## src/rtl/wb_cmd_master.sv

```systemverilog
// wb_cmd_master: framed byte-stream command decoder driving a Wishbone
// classic master. Frame = command, addr high, addr low, then one data byte
// per beat for writes. Read beats return one byte on the response stream.
// Define WB_CMD_BURST_EN to honour the length field (1..64 beats with
// address auto-increment); otherwise every frame is a single beat.
//
// state       | meaning
// ------------+--------------------------------------------------------
// ST_CMD      | waiting for command byte (write flag, length)
// ST_ADDR_HI  | waiting for address high byte
// ST_ADDR_LO  | waiting for address low byte
// ST_WDATA    | waiting for write data byte of the current beat
// ST_BUS      | Wishbone cycle in flight, waiting for ACK or timeout
// ST_RSP      | read byte presented, waiting for consumer to accept
module wb_cmd_master #(
  parameter int DATA_WIDTH     = 8,
  parameter int ADDR_WIDTH     = 10,
  parameter int TIMEOUT_CYCLES = 255
) (
  input  logic                  wb_clock_i,
  input  logic                  wb_reset_i,
  input  logic [7:0]            cmd_data_i,
  input  logic                  cmd_valid_i,
  output logic                  cmd_ready_o,
  output logic [DATA_WIDTH-1:0] rsp_data_o,
  output logic                  rsp_valid_o,
  input  logic                  rsp_ready_i,
  output logic [ADDR_WIDTH-1:0] wb_addr_o,
  output logic [DATA_WIDTH-1:0] wb_data_o,
  input  logic [DATA_WIDTH-1:0] wb_data_i,
  output logic                  wb_we_o,
  output logic                  wb_cycle_o,
  output logic                  wb_strobe_o,
  input  logic                  wb_ack_i,
  output logic                  timeout_o
);

  typedef enum logic [2:0] {
    ST_CMD,
    ST_ADDR_HI,
    ST_ADDR_LO,
    ST_WDATA,
    ST_BUS,
    ST_RSP
  } state_t;

  // Wait timer is a down-counter: loaded on entry to ST_BUS, aborts at zero.
  localparam logic [7:0] WAIT_LOAD = 8'(TIMEOUT_CYCLES - 1);

  state_t                state_q, state_n;
  logic                  we_q, we_n;
  logic [7:0]            addr_hi_q, addr_hi_n;
  logic [7:0]            wait_q, wait_n;
  logic [ADDR_WIDTH-1:0] addr_n;
  logic [DATA_WIDTH-1:0] data_n;
  logic [DATA_WIDTH-1:0] rsp_data_n;
  logic                  rsp_valid_n;
  logic                  timeout_n;
  logic                  cmd_fire;
  logic                  rsp_fire;
  logic                  last_beat;

`ifdef WB_CMD_BURST_EN
  logic [5:0] beat_q, beat_n;

  assign last_beat = (beat_q == 6'd0);

  // Beats remaining in the current frame.
  always_ff @(posedge wb_clock_i) begin
    if (wb_reset_i) begin
      beat_q <= 6'd0;
    end else begin
      beat_q <= beat_n;
    end
  end
`else
  assign last_beat = 1'b1;
`endif

  assign cmd_fire = cmd_valid_i && cmd_ready_o;
  assign rsp_fire = rsp_valid_o && rsp_ready_i;

  // Next-state and next-output decode; every output is registered below.
  always_comb begin
    state_n     = state_q;
    we_n        = we_q;
    addr_hi_n   = addr_hi_q;
    wait_n      = wait_q;
    addr_n      = wb_addr_o;
    data_n      = wb_data_o;
    rsp_data_n  = rsp_data_o;
    rsp_valid_n = rsp_valid_o;
    timeout_n   = timeout_o;
`ifdef WB_CMD_BURST_EN
    beat_n      = beat_q;
`endif

    case (state_q)
      ST_CMD: begin
        if (cmd_fire) begin
          we_n    = cmd_data_i[7];
`ifdef WB_CMD_BURST_EN
          beat_n  = cmd_data_i[5:0];
`endif
          state_n = ST_ADDR_HI;
        end
      end

      ST_ADDR_HI: begin
        if (cmd_fire) begin
          addr_hi_n = cmd_data_i;
          state_n   = ST_ADDR_LO;
        end
      end

      ST_ADDR_LO: begin
        if (cmd_fire) begin
          addr_n = ADDR_WIDTH'({addr_hi_q, cmd_data_i});
          if (we_q) begin
            state_n = ST_WDATA;
          end else begin
            wait_n  = WAIT_LOAD;
            state_n = ST_BUS;
          end
        end
      end

      ST_WDATA: begin
        if (cmd_fire) begin
          data_n  = cmd_data_i;
          wait_n  = WAIT_LOAD;
          state_n = ST_BUS;
        end
      end

      ST_BUS: begin
        if (wb_ack_i || (wait_q == 8'd0)) begin
          // ACK wins over a simultaneous expiry; a missed ACK still ends the beat.
          if (!wb_ack_i) begin
            timeout_n = 1'b1;
          end
          if (we_q) begin
            if (last_beat) begin
              state_n = ST_CMD;
            end else begin
              state_n = ST_WDATA;
`ifdef WB_CMD_BURST_EN
              beat_n  = beat_q - 6'd1;
              addr_n  = wb_addr_o + ADDR_WIDTH'(1);
`endif
            end
          end else begin
            rsp_data_n  = wb_ack_i ? wb_data_i : {DATA_WIDTH{1'b1}};
            rsp_valid_n = 1'b1;
            state_n     = ST_RSP;
          end
        end else begin
          wait_n = wait_q - 8'd1;
        end
      end

      ST_RSP: begin
        if (rsp_fire) begin
          rsp_valid_n = 1'b0;
          if (last_beat) begin
            state_n = ST_CMD;
          end else begin
            wait_n  = WAIT_LOAD;
            state_n = ST_BUS;
`ifdef WB_CMD_BURST_EN
            beat_n  = beat_q - 6'd1;
            addr_n  = wb_addr_o + ADDR_WIDTH'(1);
`endif
          end
        end
      end

      default: begin
        state_n = ST_CMD;
      end
    endcase
  end

  // State and registered outputs; bus strobes follow the next state directly.
  always_ff @(posedge wb_clock_i) begin
    if (wb_reset_i) begin
      state_q     <= ST_CMD;
      we_q        <= 1'b0;
      addr_hi_q   <= 8'd0;
      wait_q      <= 8'd0;
      cmd_ready_o <= 1'b1;
      rsp_data_o  <= '0;
      rsp_valid_o <= 1'b0;
      wb_addr_o   <= '0;
      wb_data_o   <= '0;
      wb_we_o     <= 1'b0;
      wb_cycle_o  <= 1'b0;
      wb_strobe_o <= 1'b0;
      timeout_o   <= 1'b0;
    end else begin
      state_q     <= state_n;
      we_q        <= we_n;
      addr_hi_q   <= addr_hi_n;
      wait_q      <= wait_n;
      cmd_ready_o <= (state_n != ST_BUS) && (state_n != ST_RSP);
      rsp_data_o  <= rsp_data_n;
      rsp_valid_o <= rsp_valid_n;
      wb_addr_o   <= addr_n;
      wb_data_o   <= data_n;
      wb_we_o     <= (state_n == ST_BUS) && we_n;
      wb_cycle_o  <= (state_n == ST_BUS);
      wb_strobe_o <= (state_n == ST_BUS);
      timeout_o   <= timeout_n;
    end
  end

endmodule
```

## config.mk

```make
export PLATFORM = sky130hd
export DESIGN_NAME = wb_cmd_master
export DESIGN_NICKNAME = d
export VERILOG_FILES = /design/src/rtl/wb_cmd_master.sv
export SDC_FILE = /design/constraint.sdc
export NUM_CORES = 1
export LEC_CHECK = 0
export ABC_CLOCK_PERIOD_IN_PS = 2360
export CAP_MARGIN = 15
export CORE_AREA = 5 5 71 73
export CTS_CLUSTER_SIZE = 16
export DETAILED_ROUTE_END_ITERATION = 7
export DIE_AREA = 0 0 76 78
export PLACE_DENSITY = 0.74
export SLEW_MARGIN = 5
export SYNTH_ARGS = -nofsm -noshare
export SYNTH_HDL_FRONTEND = slang
export SYNTH_SLANG_ARGS = --single-unit
```

## constraint.sdc

```tcl
create_clock -name wb_clock_i -period 2.36 [get_ports wb_clock_i]
set_input_delay 0.472 -clock wb_clock_i [delete_from_list [all_inputs] [get_ports wb_clock_i]]
set_output_delay 0.472 -clock wb_clock_i [all_outputs]
set_load 0.05 [all_outputs]
```

==> results of run 1 <==
-- cell families (layout without fill, tap and decap cells) --
| group | after synthesis | in the layout |
|---|---|---|
| AO/OA/AOI/OAI | 35 | 35 |
| XOR/XNOR | 2 | 2 |
| AND/OR/NAND/NOR | 65 | 65 |
| buffers and inverters | 14 | 70 |
| multiplexers | 20 | 20 |
| flip-flops | 45 | 45 |
| adder cells (fa/ha/maj) | 2 | 2 |
-- how the worst max path moves through the flow --
| stage | end | slack (ns) |
|---|---|---|
| final | cmd_ready_o | 0.38 |
| after global routing | rsp_data_o[6]$_SDFFE_PP0P_ | 0.29 |
| after CTS | cmd_ready_o | 0.37 |
| after detailed placement | wait_q[4]$_SDFFE_PP0P_ | 0.31 |
| after global placement | wait_q[4]$_SDFFE_PP0P_ | 0.34 |
| after floorplan | wait_q[0]$_SDFFE_PP0P_ | 0.60 |
-- sequential cells by signal, summed over array words and instances (netlist names) --
name and count:
addr_hi_q 2, cmd_ready_o 1, rsp_data_o 8, rsp_valid_o 1, state_q 3, timeout_o 1, wait_q 8, wb_addr_o 10
wb_data_o 8, wb_strobe_o 1, wb_we_o 1, we_q 1
-- placed cells by master, fill, tap and decap left out, types with 2 or more instances in the layout --
| cell type | netlist | layout |
|---|---|---|
| or3b_2 | 2 | 2 |
| clkdlybuf4s50_1 | 0 | 52 |
| buf_4 | 1 | 6 |
| a31oi_1 | 2 | 2 |
| a211oi_1 | 4 | 4 |
| nor2_1 | 28 | 28 |
| xor2_1 | 2 | 2 |
| o21ai_0 | 3 | 3 |
| a21o_1 | 2 | 2 |
| nand2_1 | 6 | 6 |
| nor2b_1 | 3 | 3 |
| nor3_1 | 4 | 4 |
| or3_1 | 3 | 3 |
| ha_1 | 2 | 2 |
| inv_1 | 3 | 3 |
| mux2i_1 | 20 | 20 |
| clkbuf_8 | 0 | 5 |
| and3b_1 | 2 | 2 |
| nand3_1 | 8 | 8 |
| dfxtp_1 | 45 | 45 |
| nor4_1 | 2 | 2 |
| a21oi_1 | 6 | 6 |
| o221a_2 | 8 | 8 |
-- metal layers --
layer	up-vias	global-route usage [%]	wire, um
li1	778	-	-
met1	701	18.59	2001
met2	49	22.43	1830
met3	6	4.630	279
met4	0	5.516	53
met5	-	0	0
-- layout make-up --
class | count | share of cell area, %
inverters | 4 | 0.5906
multi-input cells | 124 | 34.79
flip-flops and latches | 45 | 35.43
well taps | 52 | 2.559
repair buffers | 58 | 22.24
clock inverters | 2 | 1.526
clock buffers | 6 | 2.854
-- power breakdown --
| part | total (uW) | leakage [uW] | switching, uW | internal (uW) |
|---|---|---|---|---|
| registers | 809 | 0.000364 | 27.0 | 782 |
| logic | 216 | 0.000530 | 117 | 99.4 |
| clock network | 571 | 0.0000554 | 253 | 318 |
| total | 1600 | 0.000949 | 397 | 1200 |
-- worst min-delay path: stages (launching register included) --
cell and delay [ns]:
dfxtp_1 0.33, mux2i_1 0.06, nor2_1 0.07
-- metrics by stage --
step	instances	setup slack [ns]	instance area, um2	util (%)	hold WS, ns
global route	291	0.2900	2542	59.21	0.5239
global placement	283	0.3381	2431	56.61	0.4688
finish	291	0.3769	2542	59.21	0.4963
CTS	291	0.3663	2542	59.21	0.4953
detailed placement	283	0.3091	2431	56.61	0.4648
floorplan	183	0.6019	1854	-	0.4601
==> summary.md, run 1 <==
| Metric | Value |
|---|---|
| Setup crit end kind | `output pin` |
| Placer Congestion | `0.7824` |
| Min-Delay Path Depth | `2` |
| Synth Area in Adders | `1.350%` |
| Largest family of logic cells by synthesized area | `simple AND/OR/NAND/NOR gates` |
| Final nets | `261` |
| Worst r2r path cells | `6` |
| Vias | `1534` |
| Critical-path top delay cell | `clkdlybuf4s50_1` |
| F_max | `0.5043 GHz` |
| Post-synthesis average cell area | `10.13 um2` |
| Power per standard cell area | `627.9 mW/mm2` |
| Ys flop type | `dfxtp_1` |
| TritonCTS clock tree | `built` |
| Cell row count | `24` |
| Die W | `76 um` |
| # diodes | `0` |
| Worst path depth | `1` |
| Final antenna-violating net count | `0` |
| Hold Path End | `wb_addr_o[1]$_SDFFE_PP0P_` |
| CP startpoint | `cmd_ready_o$_SDFF_PP1_` |
| Syn Nets | `206` |
| Initial antenna violation count | `0` |
| First-pass GRT wire length | `7.127 mm` |
| Post-synthesis mux area share | `10.80%` |
| Detailed-route wire length per cell | `14.31 um` |
| Total power | `1596 uW` |
| FF/Latch Area | `900.9 um2` |
| Core area | `0.004294 mm2` |
| Maximum clock path buffer count | `2` |
| Post-cts resize count | `0` |
| CP max stage delay | `0.83 ns` |
| Root Driver | `clkbuf_8` |
| Worst Path Required | `1.89 ns` |
| Largest area contributor in the netlist | `dfxtp_1` |
| DRC | `0` |
| Crit path max-delay family | `buffers and inverters` |
| Htree depth | `2` |
| Fillcell total | `395` |
| Status | `finished, final reports clean` |
| Die Area | `0.005928 mm2` |
| Worst-path maximum fanout | `4` |
| # Post-CTS Setup Buffers | `0` |
| Post-synthesis xor/xnor area fraction | `0.9447%` |
| Cts hold-fix bufs | `0` |
| CTS Buf Count | `5` |
| Drt total wl | `4.164 mm` |
| Sink Count | `45` |
| Tmin final | `1.983 ns` |
| Final setup fails | `0` |
| Post-synth EDFFs | `0` |
| I/O Buffers | `52` |
| Reg-to-Reg Start | `wait_q[0]$_SDFFE_PP0P_` |
| RR Endpoint | `rsp_data_o[6]$_SDFFE_PP0P_` |
| Max Slew Vio Count | `0` |
| Area growth syn-to-layout | `37.11%` |
| Headroom to the max-slew limit | `64.78%` |
| Worst-path clk slew | `0.09 ns` |
| R2R Setup Slk | `0.42 ns` |
| Clock skew | `0.01198 ns` |
| Post-DP HPWL | `2.952 mm` |
| 1st-pass router iterations | `4` |
| Hold Crit Start | `wb_addr_o[1]$_SDFFE_PP0P_` |
| Die height | `78 um` |
| Post-synthesis compound-gate area fraction | `15.52%` |
| Total negative slack | `0 ns` |
| Post-synthesis simple-gate area fraction | `19.10%` |
| Layout cell share with drive strength beyond 1 | `13.39%` |
| Final Hold Fails | `0` |
| Hold WC Path Type | `reg2reg` |
| Worst endpoint data arrival time | `1.51 ns` |
| Synthesis Warnings | `0` |
| Critical path class | `reg2out` |
| Cell with the most instances after synthesis | `dfxtp_1` |
| Most frequent cells after synthesis | `dfxtp_1, nor2_1, mux2i_1` |
| RSZ-0062 raised after global routing | `no` |
| Fraction of registers with async set/reset | `0%` |
| Area of the multi-input gates | `884.6 um2` |
| Largest net degree at the start of global routing | `20` |
| Sequential area share after synthesis | `48.58%` |
| Period utilisation layout | `84.03%` |
| Number of max-cap violations | `0` |
| Critical-path cell list | `clkdlybuf4s50_1` |
| Slew @ Worst Pin | `0.5267 ns` |
| GRT overflow | `0` |
| Initial Util | `43.18%` |
| Starting DRC count in detailed routing | `84` |
| Vias in the first global route | `1461` |
| Cells after Synth | `183` |
| Peak supply drop | `0.2690 mV` |
| Clock latency on the worst-skew pair | `0.29 ns` |
| Cell variety after synth | `43` |
| Top cells by area, synth | `dfxtp_1, mux2i_1, nor2_1` |
| Synth top area share | `48.58%` |
| Synth Cell Area | `0.001854 mm2` |
| Post-synthesis register bit count | `45` |
| Buffer and inverter count on the worst path | `1` |
| GRT Total Usage | `14.43%` |
| Ports | `53` |
| Post-DR vias/cell | `5.271` |
| P_leak | `0.0009491 uW` |
| Crit path launch type | `flip-flop` |
Power figures use the tool's default switching activity.
==> run 2: changes to the inputs <==
--- a/config.mk
+++ b/config.mk
@@ -5,7 +5,7 @@
 export SDC_FILE = /design/constraint.sdc
 export NUM_CORES = 1
 export LEC_CHECK = 0
-export ABC_CLOCK_PERIOD_IN_PS = 2360
+export ABC_CLOCK_PERIOD_IN_PS = 1830
 export CAP_MARGIN = 15
 export CORE_AREA = 5 5 71 73
 export CTS_CLUSTER_SIZE = 16
==> constraint.sdc (replaced) <==
create_clock -name wb_clock_i -period 1.83 [get_ports wb_clock_i]
set_input_delay 0.366 -clock wb_clock_i [delete_from_list [all_inputs] [get_ports wb_clock_i]]
set_output_delay 0.366 -clock wb_clock_i [all_outputs]
set_load 0.05 [all_outputs]
==> summary.md, run 2 (same netlist as run 1, synthesis figures left out) <==
| Metric | Value |
|---|---|
| Commonest non-fill, non-tap cell in the layout | `buf_4` |
| Final Core Density | `60.90% (+1.7 points)` |
| P_leak | `0.001180 uW (+24%)` |
| Largest register FFs | `10 (unchanged)` |
| TritonCTS clock tree | `built` |
| CP max stage delay | `0.80 ns (-0.03 ns)` |
| Slew @ Worst Pin | `0.5007 ns (-0.02597 ns)` |
| Worst endpoint data arrival time | `1.43 ns (-0.08 ns)` |
| Clock latency on the worst-skew pair | `0.30 ns (about the same)` |
| Ports | `53 (unchanged)` |
| Buffer and inverter count on the worst path | `1 (unchanged)` |
| Critical-path cell list | `clkdlybuf4s50_1` |
| Final nets | `277 (+6.1%)` |
| I/O Buffers | `52 (unchanged)` |
| First-pass GRT wire length | `6.920 mm (-2.9%)` |
| Most frequent cells in the layout | `buf_4, dfxtp_1, nor2_1` |
| Final Hold Fails | `0 (unchanged)` |
| Core area | `0.004294 mm2 (unchanged)` |
| CTS Buf Count | `5 (unchanged)` |
| Setup crit end kind | `output pin` |
| Worst-path maximum fanout | `2 (-2)` |
| Final antenna-violating net count | `0 (unchanged)` |
| Layout cell share with drive strength beyond 1 | `29.41% (+16 points)` |
| Htree depth | `2 (unchanged)` |
| Number of max-cap violations | `0 (unchanged)` |
| Period utilisation layout | `98.17%` |
| GRT Total Usage | `14.08% (-0.35 points)` |
| Critical-path top delay cell | `clkdlybuf4s50_1` |
| Vias in the first global route | `1469 (+0.55%)` |
| Peak supply drop | `0.3263 mV (+21%)` |
| Worst-path clk slew | `0.09 ns (about the same)` |
| Max Slew Vio Count | `0 (unchanged)` |
| Critical path class | `reg2out` |
| Hold_ws | `0.4878 ns (-0.008464 ns)` |
| Fillcell total | `379 (-4.1%)` |
| Final cell count without fillers | `307 (+5.5%)` |
| Status | `finished, final reports clean` |
| Inst Count DP | `298 (+5.3%)` |
| Placer Congestion | `0.8045 (+2.8%)` |
| Switch share | `26.88% (+2.0 points)` |
| Root Driver | `clkbuf_8` |
| Drt total wl | `4.245 mm (+1.9%)` |
| Maximum clock path buffer count | `2 (unchanged)` |
| Headroom to the max-slew limit | `66.56% (+1.8 points)` |
| Hold WC Path Type | `reg2reg` |
| Area of the multi-input gates | `893.4 um2 (+0.99%)` |
| Die W | `76 um (unchanged)` |
| DRC | `0 (unchanged)` |
| Post-DP HPWL | `3.185 mm (+7.9%)` |
| 1st-pass router iterations | `4 (unchanged)` |
| F_max | `0.5566 GHz` |
| Initial Util | `43.18% (unchanged)` |
| Cell row count | `24 (unchanged)` |
| Sink Count | `45 (unchanged)` |
| Initial antenna violation count | `0 (unchanged)` |
| Final setup fails | `0 (unchanged)` |
| Detailed-route wire length per cell | `13.83 um (-3.4%)` |
| Total power | `1959 uW (+23%)` |
| Die Area | `0.005928 mm2 (unchanged)` |
| Tmin final | `1.796 ns` |
| Reg with most FFs | `wb_addr_o` |
| FF/Latch Area | `900.9 um2 (unchanged)` |
| Die height | `78 um (unchanged)` |
| Crit path max-delay family | `buffers and inverters` |
| Clk network pwr share | `30.9% (-4.8 points)` |
| Comb pwr share | `16.6% (+3.0 points)` |
| Starting DRC count in detailed routing | `75 (-11%)` |
| Worst Path Required | `1.46 ns (-0.43 ns)` |
| Vias | `1589 (+3.6%)` |
| Crit path launch type | `flip-flop` |
| Power per standard cell area | `749.2 mW/mm2 (+19%)` |
| Area growth syn-to-layout | `41.03%` |
| Largest net degree at the start of global routing | `16 (-20%)` |
| GRT overflow | `0 (unchanged)` |
| RSZ-0062 raised after global routing | `no` |
| Clock skew | `0.01043 ns (-0.001556 ns)` |
| Sequential Power Share | `52.4% (+1.7 points)` |
| Post-DR vias/cell | `5.176 (-1.8%)` |
| Int Power | `1432 uW (+19%)` |
| # diodes | `0 (unchanged)` |
| Sw Pwr | `526.7 uW (+33%)` |
run 2: through the flow:
stage / setup slack [ns] / instance area [um2] / setup TNS, ns
CTS: 0.001635 / 2584 / 0
detailed placement: -0.05056 / 2494 / -0.2989
global route: 0.002111 / 2615 / 0
floorplan: 0.07188 / 1854 / 0
global placement: 0.01011 / 2494 / 0
finish: 0.03351 / 2615 / 0
run 2: routing by layer:
layer / share of wire [%] / GRT usage, % / vias to the layer above
met1: 47 / 17.91 / 718
met5: 0 / 0 / -
met4: 1.7 / 5.872 / 0
met3: 6.2 / 4.398 / 6
li1: - / - / 815
met2: 46 / 22.00 / 50
run 2: power groups by stage:
stage / Combinational (uW) / Sequential (uW) / Clock [uW]
6_report: 325 / 1030 / 606
3_3_place_gp: 320 / 1050 / 0
3_5_place_dp: 323 / 1050 / 0
2_1_floorplan: 142 / 1100 / 0
4_1_cts: 325 / 1030 / 629
5_1_grt: 350 / 1030 / 676
run 2: path summary, 6_finish.rpt:
path                                           startpoint                  endpoint  slack (ns)  cells after the start
worst max-delay path            wb_data_o[6]$_SDFFE_PP0P_              wb_data_o[6]        0.03                      1
worst min-delay path             rsp_valid_o$_SDFFE_PP0P_  rsp_valid_o$_SDFFE_PP0P_        0.49                      2
worst max register to register     wait_q[0]$_SDFFE_PP0P_        wb_we_o$_SDFF_PP0_        0.13                      7
worst min register to register   rsp_valid_o$_SDFFE_PP0P_  rsp_valid_o$_SDFFE_PP0P_        0.49                      2
run 2: cell type report:
class | instances | share of cell area [%]
inverters | 4 | 0.5742
clock inverters | 3 | 0.8134
flip-flops and latches | 45 | 34.45
well taps | 52 | 2.488
multi-input cells | 124 | 34.16
clock buffers | 5 | 2.632
repair buffers | 74 | 24.88
run 2: what timing repair did:
action / in CTS / in global routing
setup endpoints to repair: 0 / 19
resized for setup: 0 / 8
buffers inserted: 0 / 1
hold endpoints to repair: 0 / 0
hold buffers: 0 / 0
==> run 3: changes to the inputs <==
--- a/config.mk
+++ b/config.mk
@@ -6,7 +6,7 @@
 export NUM_CORES = 1
 export LEC_CHECK = 0
 export ABC_CLOCK_PERIOD_IN_PS = 1830
-export CAP_MARGIN = 15
+export CAP_MARGIN = 20
 export CORE_AREA = 5 5 71 73
 export CTS_CLUSTER_SIZE = 16
 export DETAILED_ROUTE_END_ITERATION = 7
==> results of run 3 <==
The final DEF is identical to that of run 2; final timing and power are the same.
